File: src/rtl/class_score_sched.sv
// Clause-weight read sequencer: walks classes x clauses, sums firing-clause
// weights per class and tracks the arg-max class and its score.
module class_score_sched #(
   parameter int CLAUSEN = 10,
   parameter int CLASSN  = 10,
   parameter int RD_LAT  = 2,
   parameter int SUMW    = 18
) (
   input  logic                       clk,
   input  logic                       rst,
   input  logic                       start,
   input  logic [CLAUSEN-1:0]         clause_out,
   input  logic signed [8:0]          weight,
   output logic [$clog2(CLASSN)-1:0]  bram_addr_2,
   output logic [$clog2(CLAUSEN)-1:0] clauses,
   output logic [$clog2(CLAUSEN)-1:0] clause_no,
   output logic                       busy,
   output logic                       done,
   output logic [$clog2(CLASSN)-1:0]  class_pred,
   output logic signed [SUMW-1:0]     max_sum
);

   localparam int CW = $clog2(CLAUSEN);
   localparam int AW = $clog2(CLASSN);
   localparam int DW = $clog2(RD_LAT + 1);
   localparam logic signed [SUMW-1:0] SUM_MIN = {1'b1, {(SUMW-1){1'b0}}};

   typedef enum logic [2:0] {IDLE, ISSUE, DRAIN, CMP, DONE} state_t;

   state_t state, state_nx;

   logic [CLAUSEN-1:0]     clause_reg;
   logic signed [SUMW-1:0] acc;
   logic [DW-1:0]          dcnt;
   logic                   tag_v [RD_LAT];
   logic                   tag_f [RD_LAT];
   logic                   last_clause;
   logic                   last_drain;
   logic                   last_class;
   logic signed [SUMW-1:0] wext;

   assign clauses     = CW'(CLAUSEN);
   assign last_clause = (clause_no == CW'(CLAUSEN - 1));
   assign last_drain  = (dcnt == DW'(RD_LAT - 1));
   assign last_class  = (bram_addr_2 == AW'(CLASSN - 1));
   assign wext        = {{(SUMW-9){weight[8]}}, weight};
   assign busy        = (state != IDLE);
   assign done        = (state == DONE);

   always_ff @(posedge clk or negedge rst) begin
      if (!rst) state <= IDLE;
      else      state <= state_nx;
   end

   always_comb begin
      state_nx = state;
      unique case (state)
         IDLE:  if (start) state_nx = ISSUE;
         ISSUE: if (last_clause) state_nx = DRAIN;
         DRAIN: if (last_drain) state_nx = CMP;
         CMP:   state_nx = last_class ? DONE : ISSUE;
         DONE:  state_nx = IDLE;
         default: state_nx = IDLE;
      endcase
   end

   always_ff @(posedge clk or negedge rst) begin
      if (!rst) begin
         clause_reg  <= '0;
         acc         <= '0;
         dcnt        <= '0;
         bram_addr_2 <= '0;
         clause_no   <= '0;
         class_pred  <= '0;
         max_sum     <= SUM_MIN;
         for (int i = 0; i < RD_LAT; i++) begin
            tag_v[i] <= 1'b0;
            tag_f[i] <= 1'b0;
         end
      end else begin
         // Tag pipe mirrors the read latency so each weight meets its fire bit.
         tag_v[0] <= (state == ISSUE);
         tag_f[0] <= (state == ISSUE) && clause_reg[clause_no];
         for (int i = 1; i < RD_LAT; i++) begin
            tag_v[i] <= tag_v[i-1];
            tag_f[i] <= tag_f[i-1];
         end
         if (tag_v[RD_LAT-1] && tag_f[RD_LAT-1])
            acc <= acc + wext;

         unique case (state)
            IDLE: begin
               if (start) begin
                  clause_reg  <= clause_out;
                  acc         <= '0;
                  bram_addr_2 <= '0;
                  clause_no   <= '0;
                  class_pred  <= '0;
                  max_sum     <= SUM_MIN;
               end
            end
            ISSUE: begin
               clause_no <= last_clause ? '0 : clause_no + CW'(1);
               dcnt      <= '0;
            end
            DRAIN: dcnt <= dcnt + DW'(1);
            CMP: begin
               if (acc > max_sum) begin
                  max_sum    <= acc;
                  class_pred <= bram_addr_2;
               end
               acc <= '0;
               if (!last_class) bram_addr_2 <= bram_addr_2 + AW'(1);
            end
            default: ;
         endcase
      end
   end

endmodule

File: config.mk
export PLATFORM = sky130hd
export DESIGN_NAME = class_score_sched
export DESIGN_NICKNAME = d
export VERILOG_FILES = /design/src/rtl/class_score_sched.sv
export SDC_FILE = /design/constraint.sdc
export NUM_CORES = 1
export LEC_CHECK = 0
export ABC_AREA = 1
export BUFFER_PORTS_ARGS = -buffer_cell sky130_fd_sc_hd__buf_2
export CAP_MARGIN = 20
export CELL_PAD_IN_SITES_DETAIL_PLACEMENT = 2
export CELL_PAD_IN_SITES_GLOBAL_PLACEMENT = 2
export CORE_MARGIN = 2
export CORE_UTILIZATION = 30
export CTS_CLUSTER_SIZE = 28
export DETAILED_ROUTE_END_ITERATION = 8
export PLACE_DENSITY = 0.81
export SKIP_LAST_GASP = 1
export SYNTH_ARGS = -nofsm -noshare
export SYNTH_HDL_FRONTEND = slang
export SYNTH_SLANG_ARGS = --single-unit
File: constraint.sdc
create_clock -name clk -period 2.3 [get_ports clk]
set_clock_uncertainty 0.1 [all_clocks]
set_input_delay 0.23 -clock clk [delete_from_list [all_inputs] [get_ports clk]]
set_output_delay 0.23 -clock clk [all_outputs]
set_load 0.03 [all_outputs]
==> impl_results.md <==
- Most frequent cells in the layout: nand2_1 (137), inv_1 (86), dfrtp_1 (62)
- #FFs+latches synth: 67
- Detail Route Antenna Nets: 0
- Met3 Track Usage GR: 3.518%
- Hold Path Cell Cnt: 3
- Synthesized area per cell: 7.565 um2
- Routability cong.: 0.7974
- Number of synthesized flops with an enable pin: 0
- Startpoint Class: register
- Period utilization: 101.9%
- Global-route met1 utilization: 25.03%
- Number of port buffers: 53
- Largest net degree at the start of global routing: 68
- Critical hold path startpoint: start
- # rows: 45
- Layout overhead on the synthesized area: 27.97%
- CP arrival: 2.47 ns
- # H-tree levels: 3
- Max Cap Viol: 0
- Largest family of logic cells by synthesized area: simple AND/OR/NAND/NOR gates
- Reg2reg start: max_sum[15]$_DFFE_PN0P_
- Worst-path clk slew: 0.06 ns
- Hold EP: state[0]$_DFFE_PN0P_
- WL final: 17.22 mm
- Total Routing Usage GR: 21.61%
- GRT overflow: 0
- Clock buffer depth: 2
- Post-synthesis async set-or-reset flop share: 100.0%
- Post-detailed-route wirelength per cell: 19.35 um
- Num CTS Buffers: 9
- Filler cells: 1,759
- Fmax: 426.5 MHz
- GRT busiest layer: met2
- Failing checks: negative setup slack
- RSZ-0062 raised after global routing: yes
- Die span in y: 127.2 um
- Reg2Reg Depth: 11
- Antenna violations before repair: 0
- XOR/XNOR Fraction of Synth Area: 0.7692%
- Hold Crit Class: input pin to register
- Sequential area share after synthesis: 36.84%
- Setup-failing EPs final: 1
- Placeable Area: 15,030 um2
- Via count: 4,537
- FF-to-FF End: max_sum[8]$_DFFE_PN0P_
- Share of layout cells above drive strength 1: 23.36%
- Worst skew pair latency: 0.35 ns
- Hold Violations, Final: 0
- Ports: 58
- Post-Syn Instances: 602
- Met2 global-route usage: 40.70%
- Clock Sink Count: 67
- R2R setup slack: -0.04 ns
- Setup ws final: -0.04462 ns
- DRC viols: 0
- Die X: 127.2 um
- First DRT Iteration DRCs: 127
- Critical Path End Type: register
- Post-synth cell types: 43
- Post-synthesis mux area share: 0%
- Hpwl dp: 11.82 mm
- CTS Root Cell: clkbuf_16
- Final #Nets: 760
- Vias in the first global route: 5,186
- Die area: 16,180 um2
- CTS tree: yes
- Drt pass-1 iters: 4
- Diodes inserted: 0
- Via density: 5.098
- CP Max Fanout: 9
- Starting Density: 30.30%
- Non-Filler Instances: 890
- Synthesized cell area: 4554 um2
- Max Slew Vio Count: 0
- Status: complete, but fails checks
- Simple-gate share of the synthesized area: 30.58%
- Worst path required time: 2.42 ns
- Main flop type after synthesis: dfrtp_1
- First-pass GRT wire length: 27.23 mm
- Post-route minimum period: 2.345 ns
- Commonest non-fill, non-tap cell in the layout: nand2_1
- Yosys warning count: 0
- Post-synthesis adder-cell area fraction: 11.43%
- Placed instance count: 847
- Synth Area in Compound Gates: 10.27%
- CP Class: register to register
[routing by layer]
layer  vias up  routed length (um)
met5         -                   0
met4         0                 440
met3        30                 405
met2        66                9340
met1      2275                7034
li1       2166                   -
[synthesized netlist by cell type (3+ instances only)]
cell,n,area (um2)
nand2_2,3,18.77
or2_2,3,18.77
nor3_1,5,25.02
nand2_1,148,555.5
o21bai_1,3,22.52
buf_2,8,40.04
nor2_1,50,187.7
nand3_2,10,100.1
o22ai_1,5,31.28
nand4_1,25,156.4
a21o_1,5,37.54
o211ai_1,10,75.07
inv_1,88,330.3
o21ai_0,17,85.08
xor2_1,3,26.28
dfrtp_1,66,1652
nand3_1,53,265.3
buf_4,4,30.03
a21oi_1,25,125.1
clkbuf_1,6,22.52
ha_1,40,500.5
[what timing repair did]
action | in CTS | in global routing
cloned | 3 | 0
pin swaps | 3 | 10
buffers inserted | 1 | 12
gates resized for setup | 14 | 33
endpoints found under the setup margin | 26 | 31
hold endpoints to repair | 76 | 0
hold buffers | 11 | 0
[worst max-delay path, stage by stage (launching register included)]
cell and delay, ns:
dfrtp_1 0.40, inv_1 0.06, ha_1 0.31, nand2_1 0.10
nand2_1 0.09, nand2_1 0.10, nand2_2 0.08, a21oi_4 0.20
nand4_4 0.25, buf_4 0.26, nand4_1 0.15, nand2_1 0.11
[final cells by class]
cell class                      instances  area, um2  share of cell area (%)
Tap cell                              188      235.2                   4.036
Clock inverter                          6      57.56                  0.9875
Timing Repair Buffer                  100      676.9                   11.61
Clock buffer                           10      229.0                   3.929
Sequential cell                        67       1683                   28.87
Inverter                               89      334.1                   5.732
Multi-Input combinational cell        430       2613                   44.83
[cell families after synthesis]
group                      count (synthesis)
DFF                                       67
AOI/OAI and AO/OA                         75
xor gates and xnor gates                   4
adders and majority gates                 41
buffers and inverters                    110
other                                      2
and+or+nand+nor                          303
[stage by stage]
stage / setup slack, ns / hold slack [ns] / util [%] / cell area [um2] / setup TNS, ns
after floorplan: 0.1161 / -0.1656 / - / 4562 / 0
after global routing: -0.1162 / 0.2043 / 38.77 / 5828 / -1.320
after global placement: 0.01084 / 0.1925 / 34.12 / 5129 / 0
after detailed placement: -0.2513 / 0.1913 / 34.12 / 5129 / -4.581
final: -0.04462 / 0.1634 / 38.77 / 5828 / -0.04462
after CTS: -0.004506 / 0.1558 / 37.48 / 5634 / -0.004506
[worst max-delay path by stage]
| stage | start | to | slack [ns] | depth (start not counted) |
|---|---|---|---|---|
| after detailed placement | max_sum[17]$_DFFE_PN1P_ | max_sum[9]$_DFFE_PN0P_ | -0.25 | 11 |
| after global placement | max_sum[17]$_DFFE_PN1P_ | max_sum[11]$_DFFE_PN0P_ | 0.01 | 12 |
| after CTS | max_sum[17]$_DFFE_PN1P_ | max_sum[8]$_DFFE_PN0P_ | -0.005 | 12 |
| after global routing | max_sum[8]$_DFFE_PN0P_ | max_sum[8]$_DFFE_PN0P_ | -0.12 | 11 |
| after floorplan | max_sum[17]$_DFFE_PN1P_ | max_sum[0]$_DFFE_PN0P_ | 0.12 | 13 |
| final | max_sum[15]$_DFFE_PN0P_ | max_sum[8]$_DFFE_PN0P_ | -0.04 | 11 |
Power is not shown: default switching activity piles up to over one toggle a cycle in this logic, so the estimate is an artifact.
